[config.mk]
export PLATFORM = sky130hd
export DESIGN_NAME = pow_builder_flat
export DESIGN_NICKNAME = d
export VERILOG_FILES = /design/src/rtl/pow_builder_if.sv /design/src/rtl/pow_builder.sv /design/src/flat_wrapper.sv
export SDC_FILE = /design/constraint.sdc
export NUM_CORES = 1
export LEC_CHECK = 0
export BUFFER_PORTS_ARGS = -buffer_cell sky130_fd_sc_hd__buf_4
export CAP_MARGIN = 20
export CORE_UTILIZATION = 29
export DETAILED_ROUTE_END_ITERATION = 12
export PLACE_DENSITY = 0.53
export SLEW_MARGIN = 20
export SYNTH_ARGS = -nofsm -noshare
export SYNTH_HDL_FRONTEND = slang
export SYNTH_SLANG_ARGS = --single-unit
[constraint.sdc]
create_clock -name clk -period 4.55 [get_ports clk]
set_clock_uncertainty 0.2 [all_clocks]
set_input_delay 0.2275 -clock clk [delete_from_list [all_inputs] [get_ports clk]]
set_output_delay 0.2275 -clock clk [all_outputs]
set_load 0.01 [all_outputs]
[src/rtl/pow_builder_if.sv]
// Handshake bundle for pow_builder: index beat stream in, rebuilt word out.
interface pow_builder_if #(parameter int WIDTH = 8);
    localparam int IDX_W = $clog2(WIDTH);

    logic             in_valid;
    logic             in_ready;
    logic [IDX_W-1:0] in_idx;
    logic             in_last;
    logic             out_valid;
    logic             out_ready;
    logic [WIDTH-1:0] out_mask;
    logic [IDX_W:0]   out_cnt;
    logic [IDX_W-1:0] out_top;
    logic             out_dup;

    modport master (
        output in_valid, in_idx, in_last, out_ready,
        input  in_ready, out_valid, out_mask, out_cnt, out_top, out_dup
    );
    modport slave (
        input  in_valid, in_idx, in_last, out_ready,
        output in_ready, out_valid, out_mask, out_cnt, out_top, out_dup
    );
endinterface

[src/rtl/pow_builder.sv]
// Rebuilds a WIDTH-bit word from a burst of bit indices and presents it with popcount/top index.
// Optional duplicate-index detection is built when POW_BUILDER_DUP_CHK_EN is defined.
module pow_builder #(
    parameter int WIDTH = 8
) (
    input  logic           clk,
    input  logic           rst_n,
    pow_builder_if.slave   bus
);
    localparam int IDX_W = $clog2(WIDTH);

    typedef enum logic [1:0] {IDLE, ACCUM, EMIT} state_e;

    state_e           state_q, state_d;
    logic [WIDTH-1:0] acc_q, acc_d;
    logic [WIDTH-1:0] mask_q, mask_d;
    logic [IDX_W:0]   cnt_q, cnt_d;
    logic [IDX_W-1:0] top_q, top_d;

    logic [WIDTH-1:0] onehot;
    logic [WIDTH-1:0] mask_nxt;
    logic [IDX_W:0]   cnt_c;
    logic [IDX_W-1:0] top_c;
    logic             accept;

    // Indices at or above WIDTH match no position and therefore set nothing.
    always_comb begin
        onehot = '0;
        for (int i = 0; i < WIDTH; i++)
            onehot[i] = (bus.in_idx == IDX_W'(i));
    end

    assign mask_nxt = acc_q | onehot;

    always_comb begin
        cnt_c = '0;
        top_c = '0;
        for (int i = 0; i < WIDTH; i++) begin
            cnt_c = cnt_c + {{IDX_W{1'b0}}, mask_nxt[i]};
            if (mask_nxt[i]) top_c = IDX_W'(i);
        end
    end

    assign accept = bus.in_valid && (state_q != EMIT);

`ifdef POW_BUILDER_DUP_CHK_EN
    logic dacc_q, dacc_d;
    logic dup_q, dup_d;
    logic hit;

    assign hit = |(acc_q & onehot);
`endif

    always_comb begin
        state_d = state_q;
        acc_d   = acc_q;
        mask_d  = mask_q;
        cnt_d   = cnt_q;
        top_d   = top_q;
`ifdef POW_BUILDER_DUP_CHK_EN
        dacc_d  = dacc_q;
        dup_d   = dup_q;
`endif
        case (state_q)
            IDLE, ACCUM: begin
                if (accept) begin
                    if (bus.in_last) begin
                        // Close the word; accumulators restart clean for the next burst.
                        state_d = EMIT;
                        mask_d  = mask_nxt;
                        cnt_d   = cnt_c;
                        top_d   = top_c;
                        acc_d   = '0;
`ifdef POW_BUILDER_DUP_CHK_EN
                        dup_d   = dacc_q | hit;
                        dacc_d  = 1'b0;
`endif
                    end else begin
                        state_d = ACCUM;
                        acc_d   = mask_nxt;
`ifdef POW_BUILDER_DUP_CHK_EN
                        dacc_d  = dacc_q | hit;
`endif
                    end
                end
            end
            EMIT: begin
                if (bus.out_ready) begin
                    state_d = IDLE;
                    mask_d  = '0;
                    cnt_d   = '0;
                    top_d   = '0;
`ifdef POW_BUILDER_DUP_CHK_EN
                    dup_d   = 1'b0;
`endif
                end
            end
            default: state_d = IDLE;
        endcase
    end

    always_ff @(posedge clk or negedge rst_n) begin
        if (!rst_n) begin
            state_q <= IDLE;
            acc_q   <= '0;
            mask_q  <= '0;
            cnt_q   <= '0;
            top_q   <= '0;
        end else begin
            state_q <= state_d;
            acc_q   <= acc_d;
            mask_q  <= mask_d;
            cnt_q   <= cnt_d;
            top_q   <= top_d;
        end
    end

`ifdef POW_BUILDER_DUP_CHK_EN
    always_ff @(posedge clk or negedge rst_n) begin
        if (!rst_n) begin
            dacc_q <= 1'b0;
            dup_q  <= 1'b0;
        end else begin
            dacc_q <= dacc_d;
            dup_q  <= dup_d;
        end
    end

    assign bus.out_dup = dup_q;
`else
    assign bus.out_dup = 1'b0;
`endif

    assign bus.in_ready  = (state_q != EMIT);
    assign bus.out_valid = (state_q == EMIT);
    assign bus.out_mask  = mask_q;
    assign bus.out_cnt   = cnt_q;
    assign bus.out_top   = top_q;
endmodule

[src/flat_wrapper.sv]
// flat-port wrapper written by rule: the top's interface ports become plain ports
module pow_builder_flat 
#(
    parameter int WIDTH = 8
)
  (clk, rst_n, bus_in_valid, bus_in_idx, bus_in_last, bus_out_ready, bus_in_ready, bus_out_valid, bus_out_mask, bus_out_cnt, bus_out_top, bus_out_dup);
  pow_builder_if #(.WIDTH(WIDTH)) bus_i ();
  input  logic clk;
  input  logic rst_n;
  input wire logic [$bits(bus_i.in_valid)-1:0] bus_in_valid;
  input wire logic [$bits(bus_i.in_idx)-1:0] bus_in_idx;
  input wire logic [$bits(bus_i.in_last)-1:0] bus_in_last;
  input wire logic [$bits(bus_i.out_ready)-1:0] bus_out_ready;
  output wire logic [$bits(bus_i.in_ready)-1:0] bus_in_ready;
  output wire logic [$bits(bus_i.out_valid)-1:0] bus_out_valid;
  output wire logic [$bits(bus_i.out_mask)-1:0] bus_out_mask;
  output wire logic [$bits(bus_i.out_cnt)-1:0] bus_out_cnt;
  output wire logic [$bits(bus_i.out_top)-1:0] bus_out_top;
  output wire logic [$bits(bus_i.out_dup)-1:0] bus_out_dup;
  assign bus_i.in_valid = bus_in_valid;
  assign bus_i.in_idx = bus_in_idx;
  assign bus_i.in_last = bus_in_last;
  assign bus_i.out_ready = bus_out_ready;
  assign bus_in_ready = bus_i.in_ready;
  assign bus_out_valid = bus_i.out_valid;
  assign bus_out_mask = bus_i.out_mask;
  assign bus_out_cnt = bus_i.out_cnt;
  assign bus_out_top = bus_i.out_top;
  assign bus_out_dup = bus_i.out_dup;
  pow_builder #(.WIDTH(WIDTH)) u_core (.clk(clk), .rst_n(rst_n), .bus(bus_i));
endmodule
Yosys cells after proc, flatten, opt, wreduce, memory -nomap -nowiden:

Index checks and enable logic that the tools add are counted.

* flip-flop bits (word level): 25
* output and inout bits: 18
* memories kept: 0
* memory bits (read-only): 0
* logic and storage cells: 58
* input port bits: 8
* RAM bits: 0
* bits in latches: 0

* multipliers: 0
* $add $sub $neg: 7
* reduce and logical (&&, ||, !) cells: 8
* shift-type cells: 0
* divide/modulo/power cells: 0
* eq/ne operators: 13
* magnitude comparators: 0
* bitwise operators: 1
* muxes and demuxes: 24

Operators by type and width (count)
* 2-to-1 mux 8 bit: 4
* adder 4 x 1 -> 4 bit: 6
* 2-to-1 mux 3 bit: 7
* case mux 8 bit (2 select lines): 1
* equality test 3 bit, second input constant: 4
* 2-to-1 mux 4 bit: 3
* 2-to-1 mux 2 bit: 5
* bitwise OR 8 bit: 1
* case mux 4 bit (2 select lines): 1
* equality test 3 x 2 -> 1 bit, second input constant: 2
* != test 2 bit, second input constant: 3
* case mux 3 bit (2 select lines): 1
* case mux 2 bit (2 select lines): 1
* AND reduction 2 bit: 2
* AND reduction 4 bit: 1
* equality test 3 x 1 -> 1 bit, second input constant: 1
* logical NOT 3 bit: 1
* adder 1 x 1 -> 2 bit: 1
* equality test 2 x 1 -> 1 bit, second input constant: 1
* equality test 2 bit, second input constant: 1
* logical NOT 2 bit: 1
* != test 2 x 1 -> 1 bit, second input constant: 1
* nonzero test 2 bit: 1
* OR reduction 2 bit: 1
* 2 further kinds: 2

Longest topological paths before layout:

* depth after elaboration: 12
* gate-level depth with buffers: 13
* gate-level depth less buffers: 12

Least setup slack after synthesis:

OpenSTA, ideal clock, no wires.

* path type: input port to flip-flop
* start: input bus_in_idx[1]
* end: register u_core.cnt_q[1], in the netlist u_core.bus.out_cnt[1]
* stages: 12
* data required time: 4.229 ns
* library setup time: 0.121 ns
* path slack: 1.193 ns
* arrival: 3.037 ns
* path through: buf_6 -> inv_1 -> a31oi_1 -> inv_1 -> ha_1 -> inv_1 -> fa_1 -> fa_1 -> inv_1 -> fa_1 -> fa_1 -> a22o_1

* cells in the longest elaborated chain, start to end: 12

Ends and longest elaborated chain
* start, declared: RTL line flat_wrapper.sv:11 `input wire logic [$bits(bus_i.in_idx)-1:0] bus_in_idx;`
* equality test 3 x 1 -> 1 bit / logical NOT 3 bit (equally long branches): RTL line pow_builder.sv:30 `onehot[i] = (bus.in_idx == IDX_W'(i));`
* bitwise OR 8 bit (*): RTL line pow_builder.sv:33 `assign mask_nxt = acc_q | onehot;`
* adder 1 x 1 -> 2 bit: RTL line pow_builder.sv:39 `cnt_c = cnt_c + {{IDX_W{1'b0}}, mask_nxt[i]};`
* adder 4 x 1 -> 4 bit (5 in a row): RTL line pow_builder.sv:39
* adder 4 x 1 -> 4 bit (*): RTL line pow_builder.sv:39
* 2-to-1 mux 4 bit (*): RTL line pow_builder.sv:67 `if (bus.in_last) begin`
* 2-to-1 mux 4 bit (*): RTL line pow_builder.sv:66 `if (accept) begin`
* case mux 4 bit (2 select lines) (*): RTL line pow_builder.sv:64 `case (state_q)`
* end signal, assigned: RTL line pow_builder.sv:113 `cnt_q <= cnt_d;`
* end, declared: RTL line pow_builder.sv:17 `logic [IDX_W:0] cnt_q, cnt_d;`

Mark *: on every way between the ends. The rest lies on a longest branch, timed or not. The select of a mux whose other input is x is not followed.
A chain may end at the register's enable or synchronous reset.

Worst setup path after layout:

* start: register u_core.acc_q[1]
* end: register u_core.cnt_q[2], in the netlist u_core.bus.out_cnt[2]

* cells in the longest elaborated chain, start to end: 11

Ends and longest elaborated chain
* start, declared: RTL line pow_builder.sv:15 `logic [WIDTH-1:0] acc_q, acc_d;`
* start signal, assigned: RTL line pow_builder.sv:105 `acc_q <= '0;`
* start signal, assigned: RTL line pow_builder.sv:111 `acc_q <= acc_d;`
* bitwise OR 8 bit: RTL line pow_builder.sv:33
* adder 1 x 1 -> 2 bit: RTL line pow_builder.sv:39
* adder 4 x 1 -> 4 bit (6 in a row): RTL line pow_builder.sv:39
* 2-to-1 mux 4 bit: RTL line pow_builder.sv:67
* 2-to-1 mux 4 bit: RTL line pow_builder.sv:66
* case mux 4 bit (2 select lines): RTL line pow_builder.sv:64

Every way passes these cells. The select of a mux whose other input is x is not followed.

==> flow_summary.json <==
{
  "status": "completed",
  "muxShareOfSynthArea_pct": 0.760,
  "seqPwrFrac_pct": 49.5,
  "ctsRootBufferMaster": "clkbuf_8",
  "worstPathCellList": "a31oi_1 -> inv_1 -> ha_1 -> inv_1 -> fa_1 -> fa_1 -> inv_1 -> fa_1 -> fa_1 -> xnor2_1 -> o21ai_0",
  "final_util_pct": 36.0,
  "netlist_area_sq_mm": 0.00132,
  "portBuffers": 24,
  "power_frac_comb_pct": 25.8,
  "drc_errors": 0,
  "cpMostUsedCell": "fa_1",
  "drive_above_1_share_pct": 20.5,
  "drt_wl_total_um": 2860,
  "wire_per_inst_um": 14.1,
  "worst_setup_path_start_kind": "flop",
  "switching_share_pct": 29.3,
  "cts_resized": 0,
  "area_growth_syn_to_layout_pct": 19.0,
  "clk_pin_slew_ns": 0.08,
  "maxCapViolations": 0,
  "crit_path_max_incr_delay_ns": 0.50,
  "synth_fa_ha_area_share_pct": 8.93,
  "cts.sinks": 25,
  "rsz0062_at_grt": "false",
  "crit_slowest_cell": "fa_1",
  "grt_usage_pct": 13.0,
  "cts_setup_buffers": 0,
  "seq_area_frac_synth_pct": 47.5,
  "p_int_uw": 372,
  "grt_max_degree": 26,
  "hp-class": "primary input to flop",
  "antenna_found_initial": 0,
  "cts_buffer_depth": 2,
  "design_area_sq_mm": 0.00157,
  "viasPerCell": 4.98,
  "drt-pass1-iter-count": 4,
  "core_sq_mm": 0.00435,
  "p_leak_nw": 0.785,
  "dp_hpwl_um": 2180,
  "die_h_um": 69.4,
  "ios": 26,
  "fmax_mhz": 281,
  "setup_violations": 0,
  "cts_buffers": 3,
  "arrival_ns": 3.50,
  "synth_seq_cells": 25,
  "final.min_clock_period_ns": 3.56,
  "ys_warn_count": 0,
  "drt-initial-drc-count": 38,
  "route.antenna.remaining_nets": 0,
  "fp-row-count": 24,
  "cp.required_ns": 4.49,
  "insertion_delay_ns": 0.27,
  "path_depth": 11,
  "peakVddDrop_mv": 0.111,
  "synthTopCellsByArea": "dfrtp_1, fa_1, o21ai_0",
  "crit_family": "adder cells",
  "syn-num-nets": 143,
  "pwr_density_cell_mw_per_mm2": 335,
  "critPathKind": "flop to flop",
  "synth_top_cell_by_area": "dfrtp_1",
  "synth_cell_type_count": 34,
  "synth.top_cell.area_share_pct": 47.5,
  "gp_congestion": 0.788,
  "post_dp_cell_area_sq_mm": 0.00151,
  "crit_end": "u_core.bus.out_cnt[2]",
  "synth_simple_gate_area_share_pct": 11.7,
  "dieArea_sq_mm": 0.00482,
  "cp_max_fo": 4,
  "grt_remaining_overflow": 0,
  "timing.rr.start": "u_core.acc_q[1]",
  "grt_pass1_vias": 1015,
  "finalHoldViolCount": 0,
  "start_util_pct": 30.3,
  "grt_pass1_wl_um": 5020,
  "fin_crit_sh_pct": 78.3,
  "startpoint": "u_core.acc_q[1]",
  "nNetsFinal": 167,
  "htree_levels": 1,
  "num_vias": 1011,
  "cp-end-kind": "flop",
  "r2r_cells": 11,
  "diodes": 0,
  "rr_endpoint": "u_core.bus.out_cnt[2]",
  "r2r_setup_slack_ns": 0.99,
  "drv_slew": 0,
  "avgSynthCellArea_sq_um": 10.3,
  "critPathBufInv": 3,
  "netlist_instances": 128,
  "hold_buffers": 1,
  "synth-xor-area-share_pct": 0.665,
  "synth-compound-area-share_pct": 22.4,
  "p_sw_uw": 154,
  "die_x_um": 69.4,
  "p_clk_share_pct": 24.7,
  "fin_tns_setup_ns": 0,
  "synth_top_family_by_area": "compound AO/OA/AOI/OAI gates",
  "tritoncts": "built",
  "hold_ws_ns": 0.00898
}
-- worst min path at each step --
stage             startpoint  cells past startpoint                endpoint
6_report       bus_out_ready                      2       u_core.state_q[1]
5_1_grt        bus_out_ready                      2       u_core.state_q[1]
4_1_cts        bus_out_ready                      2       u_core.state_q[1]
3_5_place_dp           rst_n                      1  u_core.bus.out_mask[6]
3_3_place_gp           rst_n                      1   u_core.bus.out_cnt[0]
2_1_floorplan          rst_n                      0         u_core.acc_q[0]
-- registers in the layout, indices dropped and copies added (netlist names) --
register             flops
u_core.state_q           2
u_core.bus.out_mask      8
u_core.bus.out_top       3
u_core.acc_q             8
u_core.bus.out_cnt       4
-- stage by stage --
stage | worst slack [ns] | power (mW) | std cells
finish | 0.989 | 0.526 | 203
global route | 0.829 | 0.562 | 203
CTS | 1.00 | 0.536 | 203
detailed placement | 0.888 | 0.403 | 198
global placement | 0.941 | 0.398 | 198
floorplan | 1.19 | 0.342 | 128
-- power by group through the flow --
stage	sequential, mW	clock [mW]	combinational, mW
after floorplan	0.272	0	0.0697
after global placement	0.265	0	0.134
after detailed placement	0.265	0	0.138
after CTS	0.260	0.137	0.139
after global routing	0.264	0.147	0.151
final	0.260	0.130	0.136
-- cell usage after synthesis --
cell type / n
and2b_1: 1
nand2b_1: 4
buf_6: 3
nor3_1: 1
ha_1: 3
nor4_1: 1
a31oi_2: 2
and3b_1: 1
dfrtp_1: 25
a21oi_1: 9
mux2i_1: 1
nand3b_1: 1
o21ai_0: 12
xnor2_1: 1
a22o_1: 3
a211oi_1: 1
a31o_1: 1
a32oi_1: 1
o21bai_1: 1
a31oi_1: 6
a31oi_4: 1
a21o_1: 3
nor2b_1: 1
buf_4: 1
clkbuf_1: 1
a21oi_4: 1
o311ai_1: 1
fa_1: 4
inv_1: 14
conb_1: 1
and4bb_1: 1
nand2_1: 16
nor2_1: 4
buf_2: 1
-- layout make-up --
class                           instances  area, sq um
Sequential cell                        25          626
Multi-Input combinational cell         83          589
Fill cell                             440         2790
Clock buffer                            4         45.0
Tap cell                               52         65.1
Timing Repair Buffer                   25          190
Inverter                               14         52.6
-- metal layers --
layer	wire length [um]	vias to the layer above	track usage (%)
met1	1390	501	17.9
met4	40	0	4.54
met5	0	-	0
met2	1310	22	20.0
li1	-	484	-
met3	123	4	3.05
-- worst reg2reg max path: cells and delay by family, from the launching register on --
kind / cells / cell delay [ns]
AOI/OAI and AO/OA: 2 / 0.40
xor gates and xnor gates: 1 / 0.17
adders and majority gates: 5 / 2.04
buffers and inverters: 3 / 0.20
DFF: 1 / 0.42
-- placed cells by master (no fill, tap or decap), types with 2 or more instances in the layout --
cell type | Yosys | layout
dfrtp_1 | 25 | 25
inv_1 | 14 | 14
clkbuf_8 | 0 | 3
a31oi_1 | 6 | 6
nor2_1 | 4 | 4
a21oi_1 | 9 | 9
o21ai_0 | 12 | 12
fa_1 | 4 | 4
ha_1 | 3 | 3
a31oi_2 | 2 | 2
buf_4 | 1 | 24
a21o_1 | 3 | 3
nand2b_1 | 4 | 4
a22o_1 | 3 | 3
nand2_1 | 16 | 16
-- cells by family after synthesis --
| group | after synthesis |
|---|---|
| muxes | 1 |
| AOI/OAI and AO/OA | 42 |
| DFF | 25 |
| other | 1 |
| xor gates and xnor gates | 1 |
| adders and majority gates | 7 |
| and+or+nand+nor | 31 |
| buffers and inverters | 20 |
Power figures use the tool's default switching activity.
